===== src/rtl/intr_ctrl_if.sv =====
// Bundle of the interrupt lines, mask port and control-unit handshake for intr_ctrl.
// The master side is the control unit and interrupt sources; the slave side is the controller.
interface intr_ctrl_if #(
  parameter int NSRC = 8,
  parameter int AW   = 10
);
  logic [NSRC-1:0] irq;
  logic            mask_we;
  logic [NSRC-1:0] mask_wdata;
  logic            instr_boundary;
  logic            reti;
  logic            take;
  logic [AW-1:0]   vector;
  logic            in_service;
  logic [2:0]      active_id;
  logic [NSRC-1:0] pending;
  logic [NSRC-1:0] mask;

  modport master (
    output irq, mask_we, mask_wdata, instr_boundary, reti,
    input  take, vector, in_service, active_id, pending, mask
  );

  modport slave (
    input  irq, mask_we, mask_wdata, instr_boundary, reti,
    output take, vector, in_service, active_id, pending, mask
  );
endinterface


===== src/rtl/intr_ctrl.sv =====
// Vectored, non-nesting interrupt controller: edge-detected pending latches, software mask,
// fixed priority (index 0 highest) and a redirect request issued only at instruction boundaries.
module intr_ctrl #(
  parameter int            NSRC       = 8,
  parameter int            AW         = 10,
  parameter logic [AW-1:0] VEC_BASE   = 10'h3C0,
  parameter int            VEC_STRIDE = 4
) (
  input  logic      clk,
  input  logic      reset,
  intr_ctrl_if.slave bus
);

  typedef enum logic [1:0] {
    IDLE    = 2'd0,
    ARMED   = 2'd1,
    SERVICE = 2'd2
  } state_t;

  state_t          state_r;
  logic [NSRC-1:0] irq_prev_r;
  logic [NSRC-1:0] pending_r;
  logic [NSRC-1:0] mask_r;
  logic            in_service_r;
  logic [2:0]      active_id_r;

  logic [NSRC-1:0] edge_s;
  logic [NSRC-1:0] req_s;
  logic            req_any_s;
  logic [2:0]      sel_s;
  logic            take_s;
  logic [NSRC-1:0] clr_s;
  logic [NSRC-1:0] pending_nxt_s;
  logic [AW-1:0]   vector_s;

  // Lowest set index wins; scanning from the top lets lower indices overwrite.
  function automatic logic [2:0] prio_sel(input logic [NSRC-1:0] r);
    logic [2:0] s;
    s = 3'd0;
    for (int i = NSRC - 1; i >= 0; i--) begin
      if (r[i]) begin
        s = 3'(i);
      end else begin
        s = s;
      end
    end
    return s;
  endfunction

  // Vector table address, wrapping naturally at AW bits.
  function automatic logic [AW-1:0] vec_addr(input logic [2:0] s);
    return VEC_BASE + (AW'(s) * AW'(VEC_STRIDE));
  endfunction

  // Edge detection, eligibility, priority selection and the redirect decision.
  always_comb begin
    edge_s    = bus.irq & ~irq_prev_r;
    req_s     = pending_r & mask_r;
    req_any_s = |req_s;
    sel_s     = prio_sel(req_s);
    vector_s  = vec_addr(sel_s);
    if ((state_r == ARMED) && req_any_s && bus.instr_boundary) begin
      take_s = 1'b1;
    end else begin
      take_s = 1'b0;
    end
    if (take_s) begin
      clr_s = NSRC'(1'b1) << sel_s;
    end else begin
      clr_s = {NSRC{1'b0}};
    end
    // A fresh edge on the source being taken re-pends it.
    pending_nxt_s = (pending_r & ~clr_s) | edge_s;
  end

  // Edge-detect history, pending latches and mask register.
  always_ff @(posedge clk) begin
    if (reset) begin
      irq_prev_r <= bus.irq;
      pending_r  <= {NSRC{1'b0}};
      mask_r     <= {NSRC{1'b0}};
    end else begin
      irq_prev_r <= bus.irq;
      pending_r  <= pending_nxt_s;
      if (bus.mask_we) begin
        mask_r <= bus.mask_wdata;
      end else begin
        mask_r <= mask_r;
      end
    end
  end

  // Sequencing FSM with registered in-service flag and active source id.
  always_ff @(posedge clk) begin
    if (reset) begin
      state_r      <= IDLE;
      in_service_r <= 1'b0;
      active_id_r  <= 3'd0;
    end else begin
      case (state_r)
        IDLE: begin
          if (req_any_s) begin
            state_r <= ARMED;
          end else begin
            state_r <= IDLE;
          end
        end
        ARMED: begin
          if (!req_any_s) begin
            state_r <= IDLE;
          end else if (bus.instr_boundary) begin
            state_r      <= SERVICE;
            in_service_r <= 1'b1;
            active_id_r  <= sel_s;
          end else begin
            state_r <= ARMED;
          end
        end
        SERVICE: begin
          if (bus.reti) begin
            state_r      <= IDLE;
            in_service_r <= 1'b0;
          end else begin
            state_r <= SERVICE;
          end
        end
        default: begin
          state_r      <= IDLE;
          in_service_r <= 1'b0;
          active_id_r  <= 3'd0;
        end
      endcase
    end
  end

  assign bus.take       = take_s;
  assign bus.vector     = vector_s;
  assign bus.in_service = in_service_r;
  assign bus.active_id  = active_id_r;
  assign bus.pending    = pending_r;
  assign bus.mask       = mask_r;

endmodule


===== src/flat_wrapper.sv =====
// flat-port wrapper written by rule: the top's interface ports become plain ports
module intr_ctrl_flat 
#(
  parameter int            NSRC       = 8,
  parameter int            AW         = 10,
  parameter logic [AW-1:0] VEC_BASE   = 10'h3C0,
  parameter int            VEC_STRIDE = 4
)
  (clk, reset, bus_irq, bus_mask_we, bus_mask_wdata, bus_instr_boundary, bus_reti, bus_take, bus_vector, bus_in_service, bus_active_id, bus_pending, bus_mask);
  intr_ctrl_if #(.NSRC(NSRC), .AW(AW)) bus_i ();
  input  logic clk;
  input  logic reset;
  input wire logic [$bits(bus_i.irq)-1:0] bus_irq;
  input wire logic [$bits(bus_i.mask_we)-1:0] bus_mask_we;
  input wire logic [$bits(bus_i.mask_wdata)-1:0] bus_mask_wdata;
  input wire logic [$bits(bus_i.instr_boundary)-1:0] bus_instr_boundary;
  input wire logic [$bits(bus_i.reti)-1:0] bus_reti;
  output wire logic [$bits(bus_i.take)-1:0] bus_take;
  output wire logic [$bits(bus_i.vector)-1:0] bus_vector;
  output wire logic [$bits(bus_i.in_service)-1:0] bus_in_service;
  output wire logic [$bits(bus_i.active_id)-1:0] bus_active_id;
  output wire logic [$bits(bus_i.pending)-1:0] bus_pending;
  output wire logic [$bits(bus_i.mask)-1:0] bus_mask;
  assign bus_i.irq = bus_irq;
  assign bus_i.mask_we = bus_mask_we;
  assign bus_i.mask_wdata = bus_mask_wdata;
  assign bus_i.instr_boundary = bus_instr_boundary;
  assign bus_i.reti = bus_reti;
  assign bus_take = bus_i.take;
  assign bus_vector = bus_i.vector;
  assign bus_in_service = bus_i.in_service;
  assign bus_active_id = bus_i.active_id;
  assign bus_pending = bus_i.pending;
  assign bus_mask = bus_i.mask;
  intr_ctrl #(.NSRC(NSRC), .AW(AW), .VEC_BASE(VEC_BASE), .VEC_STRIDE(VEC_STRIDE)) u_core (.clk(clk), .reset(reset), .bus(bus_i));
endmodule

===== config.mk =====
export PLATFORM = sky130hd
export DESIGN_NAME = intr_ctrl_flat
export DESIGN_NICKNAME = d
export VERILOG_FILES = /design/src/rtl/intr_ctrl_if.sv /design/src/rtl/intr_ctrl.sv /design/src/flat_wrapper.sv
export SDC_FILE = /design/constraint.sdc
export NUM_CORES = 1
export LEC_CHECK = 0
export CORE_ASPECT_RATIO = 2
export CORE_MARGIN = 2
export CORE_UTILIZATION = 46
export CTS_CLUSTER_SIZE = 30
export DETAILED_ROUTE_END_ITERATION = 16
export GPL_TIMING_DRIVEN = 0
export HOLD_SLACK_MARGIN = 0.1
export PLACE_DENSITY_LB_ADDON = 0.1
export RECOVER_POWER = 25
export SETUP_SLACK_MARGIN = 0.15
export SLEW_MARGIN = 10
export SYNTH_ARGS = -nofsm -noshare
export SYNTH_HDL_FRONTEND = slang
export SYNTH_SLANG_ARGS = --single-unit

===== constraint.sdc =====
create_clock -name clk -period 2.4 [get_ports clk]
set_input_delay 0.48 -clock clk [delete_from_list [all_inputs] [get_ports clk]]
set_output_delay 0.48 -clock clk [all_outputs]
set_load 0.1 [all_outputs]

After elaboration in Yosys (flattened, before gate mapping). Cells that the tools add are included.

Register bits: 30. Output and inout port bits: 31. Word-level logic and storage cells: 50.

Add/sub/neg operators: 1. Equality and inequality tests: 5. Shifts and indexed selects: 1. Multiplexer cells: 22. Bitwise operators: 8. Reductions and logical operators: 7.

Operators with widths (number): two-way mux 3 bit (10); bitwise AND 8 bit (3); inverter 8 bit (2); adder 7 x 6 -> 8 bit (first input constant) (1); two-way mux 8 bit (1); bitwise OR 8 bit (1); OR reduction 8 bit (1); << shifter 1 x 3 -> 8 bit (first input constant) (1); two-way mux 2 bit (3); case mux 2 bit (3 select lines) (1); case mux 3 bit (2 select lines) (1); two-way mux 1 bit (5); != test 2 bit (second input constant) (2); AND reduction 4 bit (1); case mux 1 bit (3 select lines) (1); AND reduction 3 bit (1); == test 2 x 1 -> 1 bit (second input constant) (1); == test 2 bit (second input constant) (1); logical AND 1 bit (2); logical NOT 2 bit (1); != test 2 x 1 -> 1 bit (second input constant) (1); inverter 1 bit (2); OR reduction 2 bit (1).

Longest topological paths before layout. Gate-level depths: netlist of run 1.

Word-level depth: 14. Depth in mapped cells: 5. Gate-level depth less buffers: 5.

Least setup slack after synthesis of run 1. OpenSTA, ideal clock, no wires.

Path kind: flip-flop to output port. From: register u_core.pending_r[3], in the netlist u_core.bus.pending[3]. To: output bus_vector[2]. Data arrival time: 2.897 ns. Setup slack: -0.977 ns. Stages on the path, launching flop included: 4. Buffers on the path: 0. Path through: dfxtp_1 a32oi_1 a21boi_0 a21oi_1.

Longest elaborated chain between the ends: 6.

Ends and longest elaborated chain: start: declaration (line intr_ctrl.sv:22) `logic [NSRC-1:0] pending_r;`; start signal: assignment (line intr_ctrl.sv:80) `pending_r <= {NSRC{1'b0}};`; start signal: assignment (line intr_ctrl.sv:84) `pending_r <= pending_nxt_s;`; bitwise AND 8 bit (line intr_ctrl.sv:58) `req_s = pending_r & mask_r;`; two-way mux 3 bit (4 in series) (line intr_ctrl.sv:41) `if (r[i]) begin`; adder 7 x 6 -> 8 bit (line intr_ctrl.sv:52) `return VEC_BASE + (AW'(s) * AW'(VEC_STRIDE));`; end: declaration (line flat_wrapper.sv:19) `output wire logic [$bits(bus_i.vector)-1:0] bus_vector;`.

Every way passes these cells.

Final worst setup path of run 1.
From: register u_core.pending_r[5], in the netlist u_core.bus.pending[5]. To: output bus_vector[3].

Longest elaborated chain between the ends: 8.

Ends and longest elaborated chain (line): bitwise AND 8 bit (intr_ctrl.sv:58); two-way mux 3 bit (6 in series) (intr_ctrl.sv:41); adder 7 x 6 -> 8 bit (intr_ctrl.sv:52).

Every way passes these cells.

==> flow_summary.ini, run 1 <==
[run_status]
status = completed

[timing]
rsz0062_at_grt = yes
period_share = 0.9241
setup_viol = 0
worstMarginPinSlew_ns = 0.9720
finalHoldViolCount = 0
slew_violations = 0
fmax_ghz = 0.4509
max_slew_margin = 0.3510
period_needed_ns = 2.218
hold-worst-slack_ns = 0.4709
skew_ns = 0.006674

[clock_tree]
clkLatencyLatePin_ns = 0.28
tritoncts = built
htreeDepth = 2
root_buffer = clkbuf_8
cts_buffers = 5
clkSlewWorstSetupHoldPaths_ns = 0.06
cts.sink_count = 30
clockBufferDepth = 2

[worst_setup_path]
cp_top_family = compound AO/OA/AOI/OAI gates
critPathMaxFanout = 6
crit_chain = a22oi_1 > a21oi_1 > nor2_4 > clkbuf_4
r2r_slack_ns = 0.89
start_kind = register
max_stage_delay_ns = 0.44
r2r_start = u_core.bus.pending[1]
r2r_end = u_core.bus.pending[6]
crit_buf_inv = 1
crit_path_end_kind = output pin
worstPathRequired_ns = 1.92
critPathSlowestCell = a22oi_1
rr_worst_depth = 5
setup.worst_path.class = register to output pin
arrival_ns = 1.74

[floorplanning]
io_pins = 52
placementRows = 27
core_sq_um = 2736
die_y_um = 79.33
die_w_um = 41.66
initial_utilization = 0.4769
dieArea_sq_um = 3305

[placed_design]
place_congestion = 0.8136
portBuffers = 43
place_hpwl_mm = 2.466

[synth]
netlist_instances = 139
synthTopCellsByArea = dfxtp_1 46%, mux2i_1 6.1%, a21oi_1 5.8%, nor2_1 5.8%, buf_4 4.0%
synth_top_area_cell = dfxtp_1
synth-seq-area-share = 0.4602
synth_common_cells = 30 x dfxtp_1, 20 x nor2_1, 15 x a21oi_1, 11 x nand2_1, 8 x mux2i_1
ys_types = 30
yosysMostFrequentCell = dfxtp_1
ys_ff_latch = 30
synthArstFlopShare = 0
yosys_warnings = 0
netlist_area_sq_um = 1305
synth_ff_type = dfxtp_1
yosys.area.top_type_share = 0.4602
syn_area_per_cell_sq_um = 9.389
synth_edf_count = 0

[routing]
postRouteAntennaNets = 0
drc_errors = 0
finalWirelength_mm = 3.163
firstDrtPassIters = 5
via_per_inst = 5.580
vias = 1250
drt_iter0_drc = 26
wire_per_inst_um = 14.12

[global_routing]
grt.busiest_layer = met2
grtUsageMet3 = 0.04773
grt_pass1_wl_mm = 5.285
grt_pass1_vias = 1225
grt_usage = 0.2086
met1_usage = 0.1977
overflow = 0
met2_usage = 0.3859
antenna_found_initial = 0
grt_max_degree = 11

[power_and_ir_drop]
leakage_uw = 0.0008856
power_density_nw_per_um2 = 663.8
ir_drop_v = 0.0004657

[run]
maxCapViolCount = 0

[worst_hold_path]
hold_class = register to register
whs_path_depth = 2
hp-start = u_core.irq_prev_r[5]
hold_end = u_core.bus.pending[5]

[final_layout]
drive_gt1_frac = 0.2359
fin_util = 0.7156
nets = 215
antenna_cells = 0
area_delta_synth_final_pct = 50.05
## report_power, final
part	switching, uW	total [uW]	internal [uW]
combinational	275	367	91.9
sequential	32.9	553	520
clock	181	380	199
total	489	1300	811
## sequential cells by signal (all words and copies together), names as in the netlist
signal,count
u_core.bus.pending,8
u_core.bus.in_service,1
u_core.irq_prev_r,8
u_core.bus.active_id,3
u_core.bus.mask,8
u_core.state_r,2
## layer usage
layer,share of wire,vias to the layer above
li1,-,599
met1,0.32,579
met2,0.56,56
met3,0.067,16
met4,0.044,0
met5,0,-
## cells in the final DEF (no fill, tap or decap), types with 2 or more instances in the layout
cell type	count
nor2b_1	5
dlygate4sd2_1	16
buf_4	8
a22oi_1	4
conb_1	7
dlymetal6s2s_1	4
a22o_4	2
nand2_1	11
dfxtp_1	14
a21oi_1	13
a21oi_4	2
o21ai_0	4
clkbuf_1	4
dlygate4sd3_1	10
nor2_1	19
nand2b_1	4
nand3_1	4
a32oi_1	3
a22o_1	2
clkbuf_8	5
mux2i_1	8
clkdlybuf4s50_1	9
dfxtp_4	16
nor4_4	2
## worst min-delay path, delay by kind of cell, from the launching register on
kind	cells	cell delay (ns)
AOI/OAI and AO/OA	1	0.05
and+or+nand+nor	1	0.09
DFF	1	0.30
## cells by family after synthesis
kind of cell	share of synthesized area
buf+inv	0.06040
other cells	0.005755
compound gates	0.1918
flops	0.4602
mux	0.06136
simple gates	0.2205
## cell type report
cell class | instances | area [sq um]
Fill cell | 242 | 778.2
Multi-Input combinational cell | 103 | 689.4
Sequential cell | 30 | 660.6
Timing Repair Buffer | 43 | 411.6
Buffer | 11 | 78.83
Clock buffer | 6 | 72.57
Tap cell | 29 | 36.28
Clock inverter | 2 | 8.758
## how the worst max path moves through the flow
stage / startpoint / to / slack (ns) / cells after the start
after floorplan: u_core.bus.pending[6] / bus_take / 0.19 / 3
after global placement: bus_instr_boundary / bus_take / -0.62 / 4
after detailed placement: bus_instr_boundary / bus_take / -0.62 / 4
after CTS: u_core.bus.pending[5] / bus_vector[3] / 0.08 / 4
after global routing: u_core.bus.pending[5] / bus_vector[3] / 0.11 / 4
final: u_core.bus.pending[5] / bus_vector[3] / 0.18 / 4
## repair_timing
item / CTS / global route
setup buffers: 0 / 0
resized for setup: 39 / 8
endpoints found under the setup margin: 20 / 8
hold buffers: 0 / 0
## stage by stage
stage               worst slack, ns  cell area, sq um  total power, uW  instances  TNS [ns]
floorplan                    0.1880              1420            850.1        144         0
global placement            -0.6243              1887            941.0        216    -1.453
detailed placement          -0.6220              1887            946.8        216    -1.469
CTS                         0.07929              1933             1305        224         0
global route                 0.1144              1958             1345        224         0
finish                       0.1822              1958             1300        224         0
(Power assumes the default switching activity.)
==> run 2, diff against run 1 <==
--- a/config.mk
+++ b/config.mk
@@ -5,6 +5,7 @@
 export SDC_FILE = /design/constraint.sdc
 export NUM_CORES = 1
 export LEC_CHECK = 0
+export CAP_MARGIN = 20
 export CORE_ASPECT_RATIO = 2
 export CORE_MARGIN = 2
 export CORE_UTILIZATION = 46
==> results of run 2 <==
The final DEF is identical to that of run 1; final timing and power are the same.
==> run 3, diff against run 2 <==
--- a/config.mk
+++ b/config.mk
@@ -8,7 +8,7 @@
 export CAP_MARGIN = 20
 export CORE_ASPECT_RATIO = 2
 export CORE_MARGIN = 2
-export CORE_UTILIZATION = 46
+export CORE_UTILIZATION = 42
 export CTS_CLUSTER_SIZE = 30
 export DETAILED_ROUTE_END_ITERATION = 16
 export GPL_TIMING_DRIVEN = 0
==> constraint.sdc (replaced) <==
create_clock -name clk -period 2.3 [get_ports clk]
set_input_delay 0.46 -clock clk [delete_from_list [all_inputs] [get_ports clk]]
set_output_delay 0.46 -clock clk [all_outputs]
set_load 0.1 [all_outputs]
==> flow_summary.ini, run 3 (synthesis results as in run 1) <==
[routing]
via_per_inst = 5.338
drt_iter0_drc = 13
postRouteAntennaNets = 0
wire_per_inst_um = 13.76
firstDrtPassIters = 4
finalWirelength_mm = 3.095
drc_errors = 0
vias = 1201

[floorplanning]
die_y_um = 82.83
initial_utilization = 0.4382
placementRows = 28
dieArea_sq_um = 3596
core_sq_um = 2978
die_w_um = 43.42
io_pins = 52

[placed_design]
portBuffers = 43
place_hpwl_mm = 2.470
place_congestion = 0.8058

[global_routing]
antenna_found_initial = 0
grt_pass1_wl_mm = 5.119
grt_pass1_vias = 1235
met2_usage = 0.3501
grtUsageMet3 = 0.04565
grt_max_degree = 11
grt.busiest_layer = met2
grt_usage = 0.1867
overflow = 0
met1_usage = 0.1678

[worst_setup_path]
start_kind = register
worstPathRequired_ns = 1.84
crit_path_end_kind = output pin
r2r_slack_ns = 0.77
arrival_ns = 1.65
critPathMaxFanout = 6
setup.worst_path.class = register to output pin

[final_layout]
antenna_cells = 0
nets = 215
area_delta_synth_final_pct = 52.35
final_common_cell = dlygate4sd2_1
fillCellCount = 261
drive_gt1_frac = 0.2564
layout_common_cells = 20 x dlygate4sd2_1, 19 x nor2_1, 16 x dfxtp_4

[timing]
max_slew_margin = 0.3514
hold-worst-slack_ns = 0.4751
period_needed_ns = 2.110
rsz0062_at_grt = no
fmax_ghz = 0.4740
tns_ns = 0
skew_ns = 0.002647
worstMarginPinSlew_ns = 0.9768
setup_viol = 0
slew_violations = 0
finalHoldViolCount = 0
period_share = 0.9172

[run_status]
status = completed

[power_and_ir_drop]
power_density_nw_per_um2 = 739.4
comb_power_share = 0.262
seqPwrFrac = 0.393
ir_drop_v = 0.0005731
leakage_uw = 0.0008521
p_clk_frac = 0.345
netSwitchingFraction = 0.3477
internal-power_uw = 958.8
net-switching-power_uw = 511.2
total_power_uw = 1470

[clock_tree]
clkSlewWorstSetupHoldPaths_ns = 0.06
clkLatencyLatePin_ns = 0.28
cts_buffers = 5
tritoncts = built
htreeDepth = 2
root_buffer = clkbuf_8
clockBufferDepth = 2
post_cts.repair.setup_buffers = 0
holdBufCountCts = 0
cts.sink_count = 30

[worst_hold_path]
hold_class = register to register

[run]
maxCapViolCount = 0
-- run 3: changes by cell type in the layout (fill, tap and decap cells not counted), sizes merged --
cell,previous run,this run
bufinv,0,1
clkbuf,10,9
clkdlybuf4s50,9,10
dlygate4sd2,16,20
dlygate4sd3,10,9
dlymetal6s2s,4,0
-- run 3: path summary, 6_finish.rpt --
path,endpoint,startpoint,depth (start not counted)
worst max-delay path,bus_vector[2],u_core.bus.mask[2],5
worst min-delay path,u_core.bus.pending[4],u_core.irq_prev_r[4],2
worst max register to register,u_core.bus.pending[7],u_core.bus.pending[1],5
worst min register to register,u_core.bus.pending[4],u_core.irq_prev_r[4],2
-- run 3: repair_timing --
item                                    CTS  global route
endpoints found under the setup margin   24             4
resized for setup                        45             4
pin swaps                                 0             0
hold endpoints to repair                  0             0
-- run 3: cell type report --
class	instances	area, sq um	share of cell area
Multi-Input combinational cell	103	703.2	0.3537
Sequential cell	30	660.6	0.3323
Timing Repair Buffer	43	399.1	0.2008
Buffer	11	78.83	0.03965
Clock buffer	5	68.82	0.03461
Clock inverter	3	40.04	0.02014
Tap cell	30	37.54	0.01888
-- run 3: metal layers --
layer	vias to the layer above	share of wire	routed length, um
met5	-	0	0
met4	0	0.024	73
met3	8	0.054	168
met2	38	0.58	1799
met1	561	0.34	1053
li1	594	-	-
-- run 3: metrics by stage --
step,setup slack [ns],cell area (sq um),std cells,utilization
2_1_floorplan,0.1395,1429,144,-
3_3_place_gp,-0.6631,1897,217,0.6370
3_5_place_dp,-0.6756,1897,217,0.6370
4_1_cts,0.1130,1972,225,0.6622
5_1_grt,0.1594,1988,225,0.6676
6_report,0.1904,1988,225,0.6676
-- run 3: critical path: stages, from the launching register on --
cell and delay, ns:
dfxtp_4 0.38, nand2_1 0.11, a32oi_1 0.26, a21boi_2 0.30
a21oi_4 0.04, clkbuf_4 0.28
-- run 3: power groups by stage --
stage	logic, uW	clock network (uW)	registers, uW
detailed placement	401	0	589
global placement	397	0	586
global route	402	535	582
CTS	388	518	577
finish	385	507	578
floorplan	172	0	716
==> patch 1: new RTL, settings of run 2 <==
Make the reset (`reset`) asynchronous in one clocked block.
--- a/src/rtl/intr_ctrl.sv
+++ b/src/rtl/intr_ctrl.sv
@@ -93,3 +93,3 @@
   // Sequencing FSM with registered in-service flag and active source id.
-  always_ff @(posedge clk) begin
+  always_ff @(posedge clk or posedge reset) begin
     if (reset) begin
Function: differs if reset is asserted again (counterexample within 4 cycles, from zero or initial values and one cycle with reset high); with reset held inactive, the same outputs for 10 cycles.
==> patch 1 against run 2 <==
Wire length is 3.4% higher; power up 22%; critical endpoint is now bus_take; area after synthesis up 0.96%; worst setup slack worse by 52 ps; non-clock buffer count is the same; design area down 3.2%; sequential share of layout area up 0.45 points; highest routed layer unchanged; sequential power grew 8.9%; sequential cell count stayed put.
==> patch 1: results (changes against run 2) <==
Synth
  • Synth area leaders: dfxtp_1 (36%), dfrtp_1 (11%), mux2i_1 (6.1%), nor2_1 (6.0%), buf_4 (4.0%)
  • XOR/XNOR Fraction of Synth Area: 0% (unchanged)
  • Top cells by count, synth: dfxtp_1 (24), nor2_1 (21), nand2_1 (10), mux2i_1 (8), nor2b_1 (8)
  • Most used flip-flop cell after synthesis: dfxtp_1
  • Sequential area share after synthesis: 47.9% (+1.8 points)
  • Mux cell area share after synthesis: 6.08% (-0.058 points)
  • Unique masters post-synth: 36 (+20%)
  • Post-synthesis compound-gate area fraction: 18.2% (-0.94 points)
  • FFs w/ async S/R, synth: 20.0% (+20 points)
  • Post-synthesis adder-cell area fraction: 0% (unchanged)

Place
  • Final HPWL DP: 2.57 mm (+4.2%)
  • Final GP Congestion: 0.797 (-2.1%)
  • Area after DPL: 1840 um2 (-2.5%)
  • Port Buffers: 42 (-2.3%)

Clock tree
  • Clock Latency Late Sink: 280 ps (about the same)
  • CTS H-tree depth: 2 (unchanged)
  • Clk buf depth: 2 (unchanged)
  • Num CTS Buffers: 5 (unchanged)
  • CTS root buffer: clkbuf_8
  • Post-CTS resize count: 37 (-5.1%)
  • Post-CTS Repair Setup Buffers: 0 (unchanged)

Global routing
  • Initial antenna violation count: 0 (unchanged)
  • GRT Util Overall: 20.8% (-0.064 points)
  • Number of global-route vias before repair: 1205 (-1.6%)
  • Global-route wire length before repair: 5.21 mm (-1.4%)
  • Largest net degree at the start of global routing: 11 (unchanged)

Cells and area
  • Layout cells sized above 1: 22.6% (-0.96 points)
  • Design Area, Final: 1900 um2 (-3.2%)
  • Filler cell count: 244 (+0.83%)
  • Final Net Count: 211 (-1.9%)

Route
  • Final wirelength: 3.27 mm (+3.4%)
  • Via density: 5.43 (-2.6%)
  • Pre-antenna DRT Iters: 4 (-1)
  • Iteration-0 DRC Markers: 24 (-7.7%)

Worst setup path
  • Max Fanout on Critical Path: 7 (+1)
  • Cell family with most CP delay: buffers and inverters
  • Crit-path slowest cell: clkdlybuf4s50_1
  • CP endpoint: bus_take
  • R2R Path End: u_core.bus.active_id[0]$_DFFE_PP0P_
  • CP peak stage delay: 530 ps (+90 ps)
  • Crit path DAT: 1790 ps (+50 ps)
  • CP startpoint: bus_instr_boundary
  • Reg2reg setup slack: 940 ps (+50 ps)

STA
  • Layout Skew: 3.52 ps (-3.16 ps)
  • Max-slew headroom: 34.9% (-0.17 points)
  • Final hold slack: 276 ps (-194 ps)

Run status
  • Outcome: complete, no violations

Power
  • Comb. pwr: 0.000614 W (+67%)
  • Worst VDD drop: 0.000505 V (+8.5%)
  • Static Leak: 0.946 nW (+6.8%)
  • Switching part of the total: 43.5% (+5.9 points)
  • Sequential share of power: 37.8% (-4.8 points)
  • Pwr Total: 0.00159 W (+22%)

Min path
  • Worst min path class: in -> async
[patch 1: cell count changes after synthesis, moves of 2 or more]
cell	delta
nand2b_1	-3
nor2b_1	+3
a22oi_1	-2
buf_6	+2
dfrtp_1	+6
dfxtp_1	-6
nand4_1	+2
nor4_4	-2
a21o_1	+3
a21oi_1	-8
buf_1	-2
a22o_4	-2
a22oi_4	+2
[patch 1: metal layers]
metal	vias up	GRT usage (%)	part of all wire (%)
li1	572	-	-
met5	-	0	0
met3	10	5.66	5.0
met4	0	14.2	3.6
met2	41	38.4	58
met1	567	18.8	33
[patch 1: metrics by stage]
stage | setup WS [ps] | std cells
final | 130 | 219
after global routing | 72.4 | 219
after CTS | 63.2 | 219
after detailed placement | -773 | 212
after global placement | -746 | 212
after floorplan | 182 | 141
[patch 1: cell type report]
type                       count  area share (%)
tap                           29            1.91
timing repair buffer          42            21.1
buffer                        12            4.62
sequential                    30            34.2
multi-input combinational     98            34.0
inverter                       1           0.198
clock buffer                   7            4.03
==> patch 2: new RTL, settings of run 2 <==
Made on the original files. `AW` is set to 10 in 3 places; all go to 11.
--- a/src/rtl/intr_ctrl_if.sv
+++ b/src/rtl/intr_ctrl_if.sv
@@ -4,3 +4,3 @@
   parameter int NSRC = 8,
-  parameter int AW   = 10
+  parameter int AW   = 11
 );
--- a/src/rtl/intr_ctrl.sv
+++ b/src/rtl/intr_ctrl.sv
@@ -4,3 +4,3 @@
   parameter int            NSRC       = 8,
-  parameter int            AW         = 10,
+  parameter int            AW         = 11,
   parameter logic [AW-1:0] VEC_BASE   = 10'h3C0,
--- a/src/flat_wrapper.sv
+++ b/src/flat_wrapper.sv
@@ -4,3 +4,3 @@
   parameter int            NSRC       = 8,
-  parameter int            AW         = 10,
+  parameter int            AW         = 11,
   parameter logic [AW-1:0] VEC_BASE   = 10'h3C0,
Ports: changed (resized bus_vector); port bits go from 52 to 53. No check against the original RTL was run, so the function may have changed too.
==> patch 2 against run 2 <==
Via count shrank 6.3%; design area down 3.3%; register-to-register slack better by 40 ps; die area decreased by 2.3%; sequential cell count is the same; power decreased by 0.55%; worst setup slack got worse by 22 ps; synthesized cell count decreased by 3.6%; wire length shrank 0.32%; global-route usage grew 1.8 points; cell count is 1.8% lower; count of clock-buffer cells in the layout unchanged; area after synthesis is 2.5% lower; critical endpoint is now bus_take; largest cell class is now sequential cells.
==> patch 2: results (changes against run 2) <==
Run status
  • Outcome: complete, no violations

Synth
  • Post-synthesis compound-gate area fraction: 19.7% (+0.49 points)
  • Sequential area share after synthesis: 47.2% (+1.2 points)
  • Post-Syn Area per Cell: 9.50 um2 (+1.1%)
  • Unique masters post-synth: 35 (+17%)
  • Synth area leaders: dfxtp_1 (47%), mux2i_1 (6.3%), nor2_1 (5.3%), a21oi_1 (5.1%), buf_4 (4.7%)

Place
  • DP Worst Slack: -582 ps (+40.4 ps)
  • Final GP Congestion: 0.802 (-1.4%)
  • Area after DPL: 1840 um2 (-2.7%)
  • Final HPWL DP: 2.45 mm (-0.71%)

Global routing
  • M3 GR Usage: 7.63% (+2.9 points)
  • Global-route wire length before repair: 4.97 mm (-5.9%)
  • M1 GR Usage: 21.1% (+1.3 points)
  • GRT Util Overall: 22.6% (+1.8 points)
  • Grt met2 use: 37.7% (-0.94 points)
  • Number of global-route vias before repair: 1144 (-6.6%)

Power
  • Worst VDD drop: 0.000525 V (+13%)
  • Switching part of the total: 37.4% (-0.18 points)
  • Static Leak: 0.902 nW (+1.8%)

Route
  • Final wirelength: 3.15 mm (-0.32%)
  • Routed wl met3: 160 um (-25%)
  • Via density: 5.32 (-4.6%)
  • Pre-antenna DRT Iters: 6 (+1)
  • Met2 routed WL: 1.78 mm (-0.34%)

Worst setup path
  • R2R Path End: u_core.bus.pending[5]$_SDFF_PP0_
  • Reg2reg setup slack: 930 ps (+40 ps)
  • RR Startpoint: u_core.state_r[0]$_SDFF_PP0_
  • Crit path DAT: 1760 ps (+20 ps)
  • Max Fanout on Critical Path: 4 (-2)

Cells and area
  • Filler cell count: 241 (-0.41%)
  • Layout cells sized above 1: 24.6% (+1.0 points)
  • Final Net Count: 211 (-1.9%)

STA
  • Worst slew pin tran: 979 ps (+6.69 ps)

Min path
  • Worst Hold Launch: u_core.irq_prev_r[3]$_DFF_P_
  • Hold EP: u_core.bus.pending[3]$_SDFF_PP0_
patch 2: power by group through the flow:
stage	Clock, W	Sequential, W	Combinational [W]
6_report	0.000374	0.000553	0.000366
5_1_grt	0.000400	0.000558	0.000382
4_1_cts	0.000385	0.000553	0.000369
3_5_place_dp	0	0.000564	0.000384
3_3_place_gp	0	0.000562	0.000380
2_1_floorplan	0	0.000687	0.000165
patch 2: kinds of logic after synthesis:
logic type,count (synthesis)
compound gates,32
buf+inv,11
flops,30
mux,8
other cells,2
simple gates,51
patch 2: critical path: stages:
cell and delay, ps:
dlygate4sd3_1 540, nand2_1 150, nor3_4 260, buf_4 330
patch 2: worst max-delay path by stage:
| stage | startpoint | endpoint | slack [ps] | cells after the start |
|---|---|---|---|---|
| after global placement | bus_instr_boundary | bus_take | -590 | 4 |
| after floorplan | u_core.bus.mask[3]$_SDFFE_PP0P_ | bus_take | 210 | 3 |
| after global routing | bus_instr_boundary | bus_take | 110 | 4 |
| after detailed placement | bus_instr_boundary | bus_take | -580 | 4 |
| after CTS | u_core.bus.active_id[1]$_SDFFE_PP0P_ | bus_active_id[1] | 160 | 1 |
| final | bus_instr_boundary | bus_take | 160 | 4 |
patch 2: cell type report:
type	instances	area, um2	share of cell area, %
Clock inverter	2	8.76	0.462
Timing Repair Buffer	43	407	21.5
Multi-Input combinational cell	99	637	33.6
Clock buffer	6	72.6	3.83
Sequential cell	30	661	34.9
Tap cell	29	36.3	1.92
Buffer	11	72.6	3.83
patch 2: what timing repair did:
action / in CTS / in global routing
gates cloned: 0 / 0
gates resized for setup: 36 / 5
endpoints found under the setup margin: 21 / 5
buffers inserted: 0 / 0
patch 2: through the flow:
step                hold WS, ps  power, W
finish                      483   0.00129
global route                502   0.00134
CTS                         486   0.00131
detailed placement          464  0.000948
global placement            473  0.000942
floorplan                   452  0.000852
